[src/rtl/stream_comparator_pkg.sv]
// Shared types for the stream comparator: three-way compare result and its
// one-hot flag encoding.
package cmp_pkg;

    typedef enum logic [1:0] {CMP_LT, CMP_EQ, CMP_GT} cmp_res_t;

    // Returns {gt, eq, lt}.
    function automatic logic [2:0] cmp_onehot(input cmp_res_t res);
        logic [2:0] flags;
        flags = 3'b000;
        case (res)
            CMP_GT:  flags = 3'b100;
            CMP_EQ:  flags = 3'b010;
            CMP_LT:  flags = 3'b001;
            default: flags = 3'b000;
        endcase
        return flags;
    endfunction

endpackage

[src/rtl/stream_comparator_mode_comparator.sv]
// Combinational three-way compare of a against b, signed or unsigned.
module mode_comparator
    import cmp_pkg::*;
#(
    parameter int WIDTH = 8
) (
    input  logic [WIDTH-1:0] a,
    input  logic [WIDTH-1:0] b,
    input  logic             is_signed,
    output cmp_res_t         res
);

    always_comb begin
        res = CMP_EQ;
        if (a == b) begin
            res = CMP_EQ;
        end else if (is_signed && (a[WIDTH-1] != b[WIDTH-1])) begin
            // Differing signs decide outright: the negative operand is smaller.
            res = a[WIDTH-1] ? CMP_LT : CMP_GT;
        end else begin
            // Equal sign bits make the signed order match the magnitude order.
            res = (a < b) ? CMP_LT : CMP_GT;
        end
    end

endmodule

[src/rtl/stream_comparator.sv]
// Registered, valid/ready comparator with running min/max/count statistics
// of operand a since the last clear.
module stream_comparator
    import cmp_pkg::*;
#(
    parameter int WIDTH = 8,
    parameter int CNT_W = 8
) (
    input  logic             clk,
    input  logic             rst,
    input  logic             clear,
    input  logic             in_valid,
    output logic             in_ready,
    input  logic [WIDTH-1:0] in_a,
    input  logic [WIDTH-1:0] in_b,
    input  logic             is_signed,
    output logic             out_valid,
    input  logic             out_ready,
    output logic             out_gt,
    output logic             out_eq,
    output logic             out_lt,
    output logic             stats_valid,
    output logic [WIDTH-1:0] min_a,
    output logic [WIDTH-1:0] max_a,
    output logic [CNT_W-1:0] count
);

    localparam logic [CNT_W-1:0] CNT_MAX = {CNT_W{1'b1}};

    logic     accept;
    logic     stats_signed;
    cmp_res_t res_cmp;
    cmp_res_t min_cmp;
    cmp_res_t max_cmp;

    assign in_ready = !out_valid || out_ready;
    assign accept   = in_valid && in_ready;

    mode_comparator #(.WIDTH(WIDTH)) u_res_cmp (
        .a(in_a), .b(in_b), .is_signed(is_signed), .res(res_cmp)
    );

    // Min/max tracking always uses the mode latched by the first sample of the set.
    mode_comparator #(.WIDTH(WIDTH)) u_min_cmp (
        .a(in_a), .b(min_a), .is_signed(stats_signed), .res(min_cmp)
    );

    mode_comparator #(.WIDTH(WIDTH)) u_max_cmp (
        .a(in_a), .b(max_a), .is_signed(stats_signed), .res(max_cmp)
    );

    always_ff @(posedge clk) begin
        if (rst) begin
            out_valid    <= 1'b0;
            out_gt       <= 1'b0;
            out_eq       <= 1'b0;
            out_lt       <= 1'b0;
            stats_valid  <= 1'b0;
            stats_signed <= 1'b0;
            min_a        <= '0;
            max_a        <= '0;
            count        <= '0;
        end else begin
            if (accept) begin
                out_valid                <= 1'b1;
                {out_gt, out_eq, out_lt} <= cmp_onehot(res_cmp);
            end else if (out_ready) begin
                out_valid <= 1'b0;
            end

            if (accept) begin
                // A clear in the same cycle makes this sample the first of a new set.
                if (clear || !stats_valid) begin
                    stats_valid  <= 1'b1;
                    stats_signed <= is_signed;
                    min_a        <= in_a;
                    max_a        <= in_a;
                    count        <= {{(CNT_W-1){1'b0}}, 1'b1};
                end else begin
                    if (min_cmp == CMP_LT) min_a <= in_a;
                    if (max_cmp == CMP_GT) max_a <= in_a;
                    if (count != CNT_MAX) count <= count + 1'b1;
                end
            end else if (clear) begin
                stats_valid <= 1'b0;
                min_a       <= '0;
                max_a       <= '0;
                count       <= '0;
            end
        end
    end

endmodule
[config.mk]
export PLATFORM = sky130hd
export DESIGN_NAME = stream_comparator
export DESIGN_NICKNAME = d
export VERILOG_FILES = /design/src/rtl/stream_comparator_pkg.sv /design/src/rtl/stream_comparator_mode_comparator.sv /design/src/rtl/stream_comparator.sv
export SDC_FILE = /design/constraint.sdc
export NUM_CORES = 1
export LEC_CHECK = 0
export ABC_AREA = 1
export BUFFER_PORTS_ARGS = -buffer_cell sky130_fd_sc_hd__buf_2
export CAP_MARGIN = 20
export CORE_UTILIZATION = 35
export CTS_BUF_LIST = sky130_fd_sc_hd__clkbuf_4 sky130_fd_sc_hd__clkbuf_8
export DETAILED_ROUTE_END_ITERATION = 8
export PLACE_DENSITY = 0.53
export SYNTH_ARGS = -nofsm -noshare
export SYNTH_HDL_FRONTEND = slang
export SYNTH_SLANG_ARGS = --single-unit
export TNS_END_PERCENT = 5
[constraint.sdc]
create_clock -name clk -period 1.7 [get_ports clk]
set_input_delay 0.255 -clock clk [delete_from_list [all_inputs] [get_ports clk]]
set_output_delay 0.255 -clock clk [all_outputs]
set_load 0.005 [all_outputs]
### After elaboration in Yosys (flattened, before gate mapping)

Cells that the tools add are included.

| storage, ports and cells | value |
|---|---|
| flip-flop bits (word level) | 30 |
| input port bits | 22 |
| output and inout bits | 30 |

| cells by class | value |
|---|---|
| add/subtract/negate cells | 1 |
| magnitude comparators | 3 |
| equality and inequality tests | 14 |
| muxes and demuxes | 26 |
| reductions and logical operators | 17 |

Operators with widths:

| operator | count |
|---|---|
| 2-to-1 mux 8 bit | 10 |
| == test 8 bit | 3 |
| less-than comparator 8 bit | 3 |
| 2-to-1 mux 2 bit | 10 |
| AND reduction 2 bit | 5 |
| != test 3 x 1 -> 1 bit (second input constant) | 3 |
| case mux 3 bit (3 select lines) | 1 |
| adder 8 x 1 -> 8 bit (second input constant) | 1 |
| != test 8 bit (second input constant) | 1 |
| 2-to-1 mux 1 bit | 5 |
| == test 2 bit (second input constant) | 2 |
| logical AND 1 bit | 4 |
| logical NOT 2 bit | 2 |
| nonzero test 2 bit | 2 |
| != test 1 bit | 3 |
| == test 2 x 1 -> 1 bit (second input constant) | 1 |
| logical NOT 1 bit | 2 |
| logical OR 1 bit | 2 |
| != test 2 x 1 -> 1 bit (second input constant) | 1 |

### Logic depth before layout (Yosys ltp)

Gate-level depths: netlist of the first run.

| logic depth | value |
|---|---|
| depth in word-level cells | 8 |
| mapped depth | 15 |
| depth with buffers taken out | 15 |

### Cells and area by module

A second synthesis of the first run with hierarchy kept.

| unflattened totals | value |
|---|---|
| cells, all modules | 324 |
| area total of the unflattened synthesis | 2107.0 um^2 |

By module, submodules not included:

| module | instances | cells an instance | area an instance (um^2) | sequential area each (um^2) |
|---|---|---|---|---|
| stream_comparator | 1 | 195 | 1367.6 | 600.6 |
| mode_comparator | 3 | 43 | 246.5 | 0.0 |

### Worst setup path before layout of the first run

Ideal clock, no wire load.

| timing | value |
|---|---|
| path kind | register -> register |
| from | register min_a[7] |
| to | register min_a[3] |
| setup time | 70 ps |
| arrival time | 1518 ps |
| required time | 1630 ps |
| setup slack | 112 ps |
| cell stages (with the launch flop) | 10 |
| period minus slack after synthesis | 1588 ps |
| cell sequence | dfxtp_1 inv_1 ha_1 or2_1 o21a_1 nand2_1 nand2_2 nand2_2 nand2_1 a21oi_1 |

| between the ends | value |
|---|---|
| cells in the longest elaborated chain, start to end | 7 |

RTL lines:

| item | RTL line | RTL |
|---|---|---|
| from (decl) | stream_comparator.sv:23 | `output logic [WIDTH-1:0] min_a,` |
| from (signal assigned) | stream_comparator.sv:76 | `min_a <= in_a;` |
| from (signal assigned) | stream_comparator.sv:80 | `if (min_cmp == CMP_LT) min_a <= in_a;` |
| less-than comparator 8 bit or != test 1 bit (tied branches) | stream_comparator_mode_comparator.sv:22, stream_comparator_mode_comparator.sv:17 |  |
| 2-to-1 mux 2 bit or logical AND 1 bit (tied branches) | stream_comparator_mode_comparator.sv:22, stream_comparator_mode_comparator.sv:17 |  |
| 2-to-1 mux 2 bit | stream_comparator_mode_comparator.sv:17 | `end else if (is_signed && (a[WIDTH-1] != b[WIDTH-1])) begin` |
| 2-to-1 mux 2 bit * | stream_comparator_mode_comparator.sv:15 | `if (a == b) begin` |
| logical NOT 2 bit * | stream_comparator.sv:80 |  |
| != test 3 x 1 -> 1 bit (no line) * | -- |  |
| AND reduction 2 bit (no line) * | -- |  |

Mark *: on every way between the ends. The rest lies on a longest branch, timed or not.
A chain may end at the register's enable or synchronous reset.

### Worst setup path in the final report of the first run

| timing | value |
|---|---|
| from | register min_a[5] |
| to | register min_a[4] |

| between the ends | value |
|---|---|
| cells in the longest elaborated chain, start to end | 7 |

RTL lines:

| item | RTL line | RTL |
|---|---|---|
| less-than comparator 8 bit | stream_comparator_mode_comparator.sv:22 | `res = (a < b) ? CMP_LT : CMP_GT;` |
| 2-to-1 mux 2 bit | stream_comparator_mode_comparator.sv:22 |  |
| 2-to-1 mux 2 bit | stream_comparator_mode_comparator.sv:17 |  |
| 2-to-1 mux 2 bit * | stream_comparator_mode_comparator.sv:15 |  |
| logical NOT 2 bit * | stream_comparator.sv:80 |  |
| != test 3 x 1 -> 1 bit (no line) * | -- |  |
| AND reduction 2 bit (no line) * | -- |  |

Marked as above.

==> results.cfg, run 1 <==
[run_status]
status = completed

[global_route]
grt_pass1_vias = 1795
grt_start_max_net_pins = 24
grt_pass1_wl_um = 8210
antenna_found_initial = 0
grt_usage = 0.177
gr-total-overflow = 0

[drt]
drt_iter0_drc = 78
viasPerCell = 4.66
vias = 2014
ant_nets = 0
first_pass_iters = 4
remaining_drc_errors = 0
post_drt_wl_per_cell_um = 11.9
totalWireLength_um = 5160

[place]
place_ws_ps = -146
port_buffers = 51
gp_routability_congestion = 0.798
place_hpwl_um = 3770
post-place-cells = 421

[floorplan]
rows = 26
die_area_um2 = 5850
core_area_um2 = 5240
floorplan.initialDensity = 0.371
fp.dieH_um = 76.5
io_pins = 52
die_x_um = 76.5

[worst_setup_path]
crit_type = register to register
crit_path_max_incr_delay_ps = 330
startpoint_type = register
worstPathCellList = inv_2, ha_4, a21oi_4, nor2_1, nor2_1, nand2_1, nand2_1, nand2_1, nand2_2, buf_6, nand2_1, a21oi_2
path_max_fanout = 8
worstPathArrival_ps = 1820
worstReg2RegStart = min_a[5]
cp-end-kind = register
cp.required_ps = 1900
cpMaxStageDelayCell = dfxtp_2
crit_top_cell = nand2_1
cp-startpoint = min_a[5]

[yosys]
ys_async_sr_fraction = 0
synth.largest_area_cell = dfxtp_1
yosysWarnings = 0
synth_area_leaders = dfxtp_1 (31%), ha_1 (16%), nand2_1 (13%)
synth.yosys.seq_area_share = 0.309
yosys_register_bits = 30
ys.flop_type = dfxtp_1
syn_avg_cell_area_um2 = 6.84
syn_inst = 284
synth_edf_count = 0
netlist_area_um2 = 1940
synthDistinctLibCells = 28
synth_nets = 331
yosysTopAreaCellShare = 0.309

[sta]
period_share = 0.949
skew_ps = 4.81
tightestPinTransition_ps = 326
fmax_ghz = 0.620
period_minus_slack_ps = 1610
hold_viol = 0
setup_viol_count_final = 0
relSlewSlack = 0.783
maxSlewViolCount = 0
setup_slack_ps = 86.6
rsz0062_at_grt = yes

[worst_hold_path]
hp-class = input pin to register
hold_path.startpoint = rst

[cts]
cts_root_buf = clkbuf_8
cts.clk_slew.worst_paths_ps = 60
holdBufCountCts = 0
cts_tree = built
clk_latency_ps = 270
cts.htree.levels = 2
ctsLongestPathBuffers = 2
cts_buffers = 5
cts.sinks = 30

[flow_run]
maxCapViolations = 0

[pwr]
vdd_drop_max_uv = 515
leakage_nw = 1.34
p_per_area_nw_per_um2 = 664

[finish]
fin_nets = 408
layout.cells.non_filler = 432
areaGrowthSynthToFinish_pct = 46.3
drive_above_1_share = 0.453
fill_cells = 548
diodes = 0
sequential cells by signal, indices dropped and copies added, names as in the netlist:
name,flops
count,8
max_a,8
min_a,8
out_eq,1
out_gt,1
out_lt,1
out_valid,1
stats_signed,1
stats_valid,1
placed cells by master, fill, tap and decap left out, drive strengths merged:
cell / n
or2: 1
o21a: 2
buf: 74
a32oi: 1
a21o: 2
nor2: 33
nand4: 2
ha: 25
nor3b: 3
o211ai: 1
clkinv: 1
xor2: 1
dfxtp: 30
nand3: 7
clkbuf: 7
inv: 51
nand2: 73
a31oi: 1
o21ai: 11
a21oi: 31
nor3: 5
report_power, final:
group / leakage [nW] / switching, mW / total (mW) / internal, mW
Clock: 0.0517 / 0.272 / 0.614 / 0.342
Combinational: 1.03 / 0.283 / 0.512 / 0.228
Sequential: 0.251 / 0.0196 / 0.760 / 0.741
Total: 1.34 / 0.574 / 1.89 / 1.31
per-layer routing:
| metal | routed length, µm | track usage | vias up |
|---|---|---|---|
| met1 | 2410 | 0.229 | 900 |
| met5 | 0 | 0 | - |
| met2 | 2470 | 0.294 | 55 |
| li1 | - | - | 1055 |
| met3 | 238 | 0.0371 | 4 |
| met4 | 43 | 0.0519 | 0 |
worst max-delay path, delay by kind of cell (launching register included):
| family | cells | cell delay (ps) |
|---|---|---|
| and+or+nand+nor | 7 | 490 |
| DFF | 1 | 330 |
| AOI/OAI and AO/OA | 2 | 290 |
| adders and majority gates | 1 | 250 |
| buffers and inverters | 2 | 190 |
path summary, 6_finish.rpt:
path	slack, ps	to	cells past startpoint
min reg2reg	460	out_lt	2
min	280	count[0]	4
max reg2reg	90	min_a[4]	12
max	90	min_a[4]	12
cells by family after synthesis:
group	count (synthesis)	share of synthesized area
AO/OA/AOI/OAI	49	0.135
XOR/XNOR	1	0.00451
adder cells (fa/ha/maj)	25	0.161
buffers and inverters	55	0.112
flip-flops	30	0.309
AND/OR/NAND/NOR	124	0.278
stage by stage:
stage / utilization / hold WS [ps] / cell area (µm²) / TNS, ps / power [mW]
detailed placement: 0.460 / 458 / 2410 / -1010 / 1.17
floorplan: - / 324 / 1940 / 0 / 1.00
CTS: 0.481 / 280 / 2520 / 0 / 1.79
global route: 0.542 / 312 / 2840 / -179 / 2.01
global placement: 0.460 / 457 / 2410 / -1010 / 1.17
finish: 0.542 / 285 / 2840 / 0 / 1.89
what timing repair did:
action / CTS / global route
pin swaps: 2 / 34
setup buffers: 0 / 3
setup endpoints to repair: 8 / 16
cloned: 0 / 0
resized for setup: 4 / 78
cell type report:
type | instances | area (µm²) | share of cell area
Timing Repair Buffer | 74 | 444 | 0.156
Inverter | 51 | 191 | 0.0674
Clock inverter | 1 | 5.00 | 0.00176
Sequential cell | 30 | 617 | 0.217
Clock buffer | 7 | 90.1 | 0.0317
Tap cell | 70 | 87.6 | 0.0308
Multi-Input combinational cell | 199 | 1410 | 0.495
synthesized netlist by cell type, drive strengths merged (2+ instances only):
library cell  instances
nor3b                 3
nand2                73
nor3                  5
a21oi                31
nand4                 2
nand3                 7
ha                   25
buf                   2
a21o                  2
nor2                 33
o21ai                11
o21a                  2
inv                  51
dfxtp                30
clkbuf                2
Note: power is estimated with default switching activity, not from simulation.
==> inputs of run 2 (changes only) <==
PLACE_DENSITY = 0.52   (was 0.53)
SYNTH_HIERARCHICAL = 1   (was default)
==> run 2 against run 1 <==
  * The run now ends with negative setup slack left
  * Non-clock buffer count increased by 12
  * Global-route usage increased by 1.0 points
  * Hold slack got worse by 9.0 ps
  * Fmax decreased by 9.0%
  * Highest routed layer unchanged
==> results.cfg, run 2 <==
[finish]
fill_cells = 573
fin_nets = 461
finish.utilization = 0.524
layout.cells.non_filler = 487
layout_commonest_cell = nand2_1
largest_registers = count: 8 flops, max_a: 8 flops, min_a: 8 flops
diodes = 0
drive_above_1_share = 0.354
areaGrowthSynthToFinish_pct = 40.3
layout_common_cells = nand2_1 (79), inv_1 (57), buf_2 (51), a21oi_1 (34), nor2_1 (33)

[drt]
vias = 2212
totalWireLength_um = 5420
remaining_drc_errors = 0
post_drt_wl_per_cell_um = 11.1
ant_nets = 0
routed.top_layer = met4
drt-met1-wl_um = 2680
drt_iter0_drc = 73
wl_met2_um = 2420
wl_met3_um = 292
first_pass_iters = 4
viasPerCell = 4.54

[floorplan]
floorplan.initialDensity = 0.373
die_x_um = 79.6
io_pins = 52
rows = 27
fp.dieH_um = 79.6
die_area_um2 = 6330
core_area_um2 = 5640

[cts]
cts.clk_slew.worst_paths_ps = 70
cts.sinks = 30
clk_latency_ps = 280
holdBufCountCts = 0
ctsLongestPathBuffers = 2
cts_root_buf = clkbuf_8
post_cts_buffers = 0
cts_buffers = 5
cts.htree.levels = 2
cts_tree = built

[sta]
rsz0062_at_grt = yes
relSlewSlack = 0.810
tns_ps = -413
period_minus_slack_ps = 1770
setup_slack_ps = -72.4
skew_ps = 7.37
hold_viol = 0
maxSlewViolCount = 0
tightestPinTransition_ps = 284
setup_viol_count_final = 8
fmax_ghz = 0.564
whs_ps = 276
period_share = 1.04

[place]
port_buffers = 51
place_hpwl_um = 4260
gp_routability_congestion = 0.807
place_ws_ps = -95.5
post-place-cells = 479

[global_route]
grt_start_max_net_pins = 23
antenna_found_initial = 0
grt_pass1_wl_um = 9160
gr-total-overflow = 0
grt_pass1_vias = 1997
grt_usage = 0.187

[yosys]
yosysMostFrequentCell = nand2_1
ys_top_cells_by_count = nand2_1 (89), inv_1 (61), a21oi_1 (36), nor2_1 (35), dfxtp_1 (30)
syn_avg_cell_area_um2 = 6.50
synth_edf_count = 0
synthMuxAreaShare = 0
synthDistinctLibCells = 20
syn_inst = 324
netlist_area_um2 = 2110
synth_area_leaders = dfxtp_1 (29%), nand2_1 (16%), ha_1 (15%)
synth-compound-area-share = 0.126
yosys_register_bits = 30
ys_async_sr_fraction = 0
ys.flop_type = dfxtp_1
synth_nets = 371
synthXorXnorAreaFrac = 0
synthSimpleGateAreaFrac = 0.319
yosysWarnings = 6
synth.yosys.seq_area_share = 0.285
synth_top_family_by_area = simple AND/OR/NAND/NOR gates
synthAdderAreaFrac = 0.148
yosysTopAreaCellShare = 0.285
synth.largest_area_cell = dfxtp_1

[run_status]
violations = negative setup slack
status = complete, but fails checks

[pwr]
p_per_area_nw_per_um2 = 635
leakage_nw = 1.55
vdd_drop_max_uv = 542

[worst_setup_path]
cp.required_ps = 1850
path_max_fanout = 8
worstPathArrival_ps = 1930
reg2regPathDepth = 13
cp-end-kind = register
crit_type = register to register
worstReg2RegStart = max_a[1]
startpoint_type = register
cp-startpoint = max_a[1]

[worst_hold_path]
hold_path.startpoint = is_signed
hold_depth = 3
hp-class = input pin to register

[flow_run]
maxCapViolations = 0
[run 2: through the flow]
step           area (µm²)  total power [mW]
5_1_grt              2960              2.02
4_1_cts              2860              1.87
3_3_place_gp         2700              1.24
3_5_place_dp         2700              1.25
2_1_floorplan        2110              1.05
6_report             2960              1.88
[run 2: critical path, cell delays in order (launching register included)]
cell	delay [ps]
dfxtp_2	330
inv_2	50
ha_4	260
nand2_1	50
nand2_1	60
nand2_1	50
nand2_1	80
nand2_2	60
a21oi_2	150
inv_2	60
o21ai_4	230
nand2_4	140
nand2_2	100
a21oi_2	50
[run 2: what timing repair did]
item,in CTS,in global routing
pin swaps,3,7
endpoints found under the hold margin,0,0
setup endpoints to repair,16,16
resized for setup,13,24
[run 2: power breakdown]
part / internal (mW) / switching (mW)
combinational: 0.234 / 0.284
sequential: 0.740 / 0.0243
clock: 0.342 / 0.253
total: 1.32 / 0.561
[run 2: worst paths after layout]
check                 endpoint  slack [ps]
setup / recovery      max_a[2]         -70
hold / removal    stats_signed         280
setup reg to reg      max_a[2]         -70
hold reg to reg         out_eq         460
[run 2: cells by family (layout without fill, tap and decap cells)]
group           Yosys count  count (layout)
simple gates            154             154
buf+inv                  66             157
compound gates           49              49
flops                    30              30
fa+ha+maj                25              25
[run 2: metal layers]
metal,GRT usage,up-vias
met5,0,-
met4,0.0545,0
met3,0.0354,2
met2,0.292,49
met1,0.258,975
li1,-,1186
[run 2: area by class of cell]
cell class | instances | area (µm²) | area share
tap | 72 | 90.1 | 0.0305
timing repair buffer | 86 | 533 | 0.180
sequential | 30 | 608 | 0.206
multi-input combinational | 228 | 1390 | 0.471
clock buffer | 7 | 90.1 | 0.0305
inverter | 63 | 236 | 0.0800
clock inverter | 1 | 5.00 | 0.00169
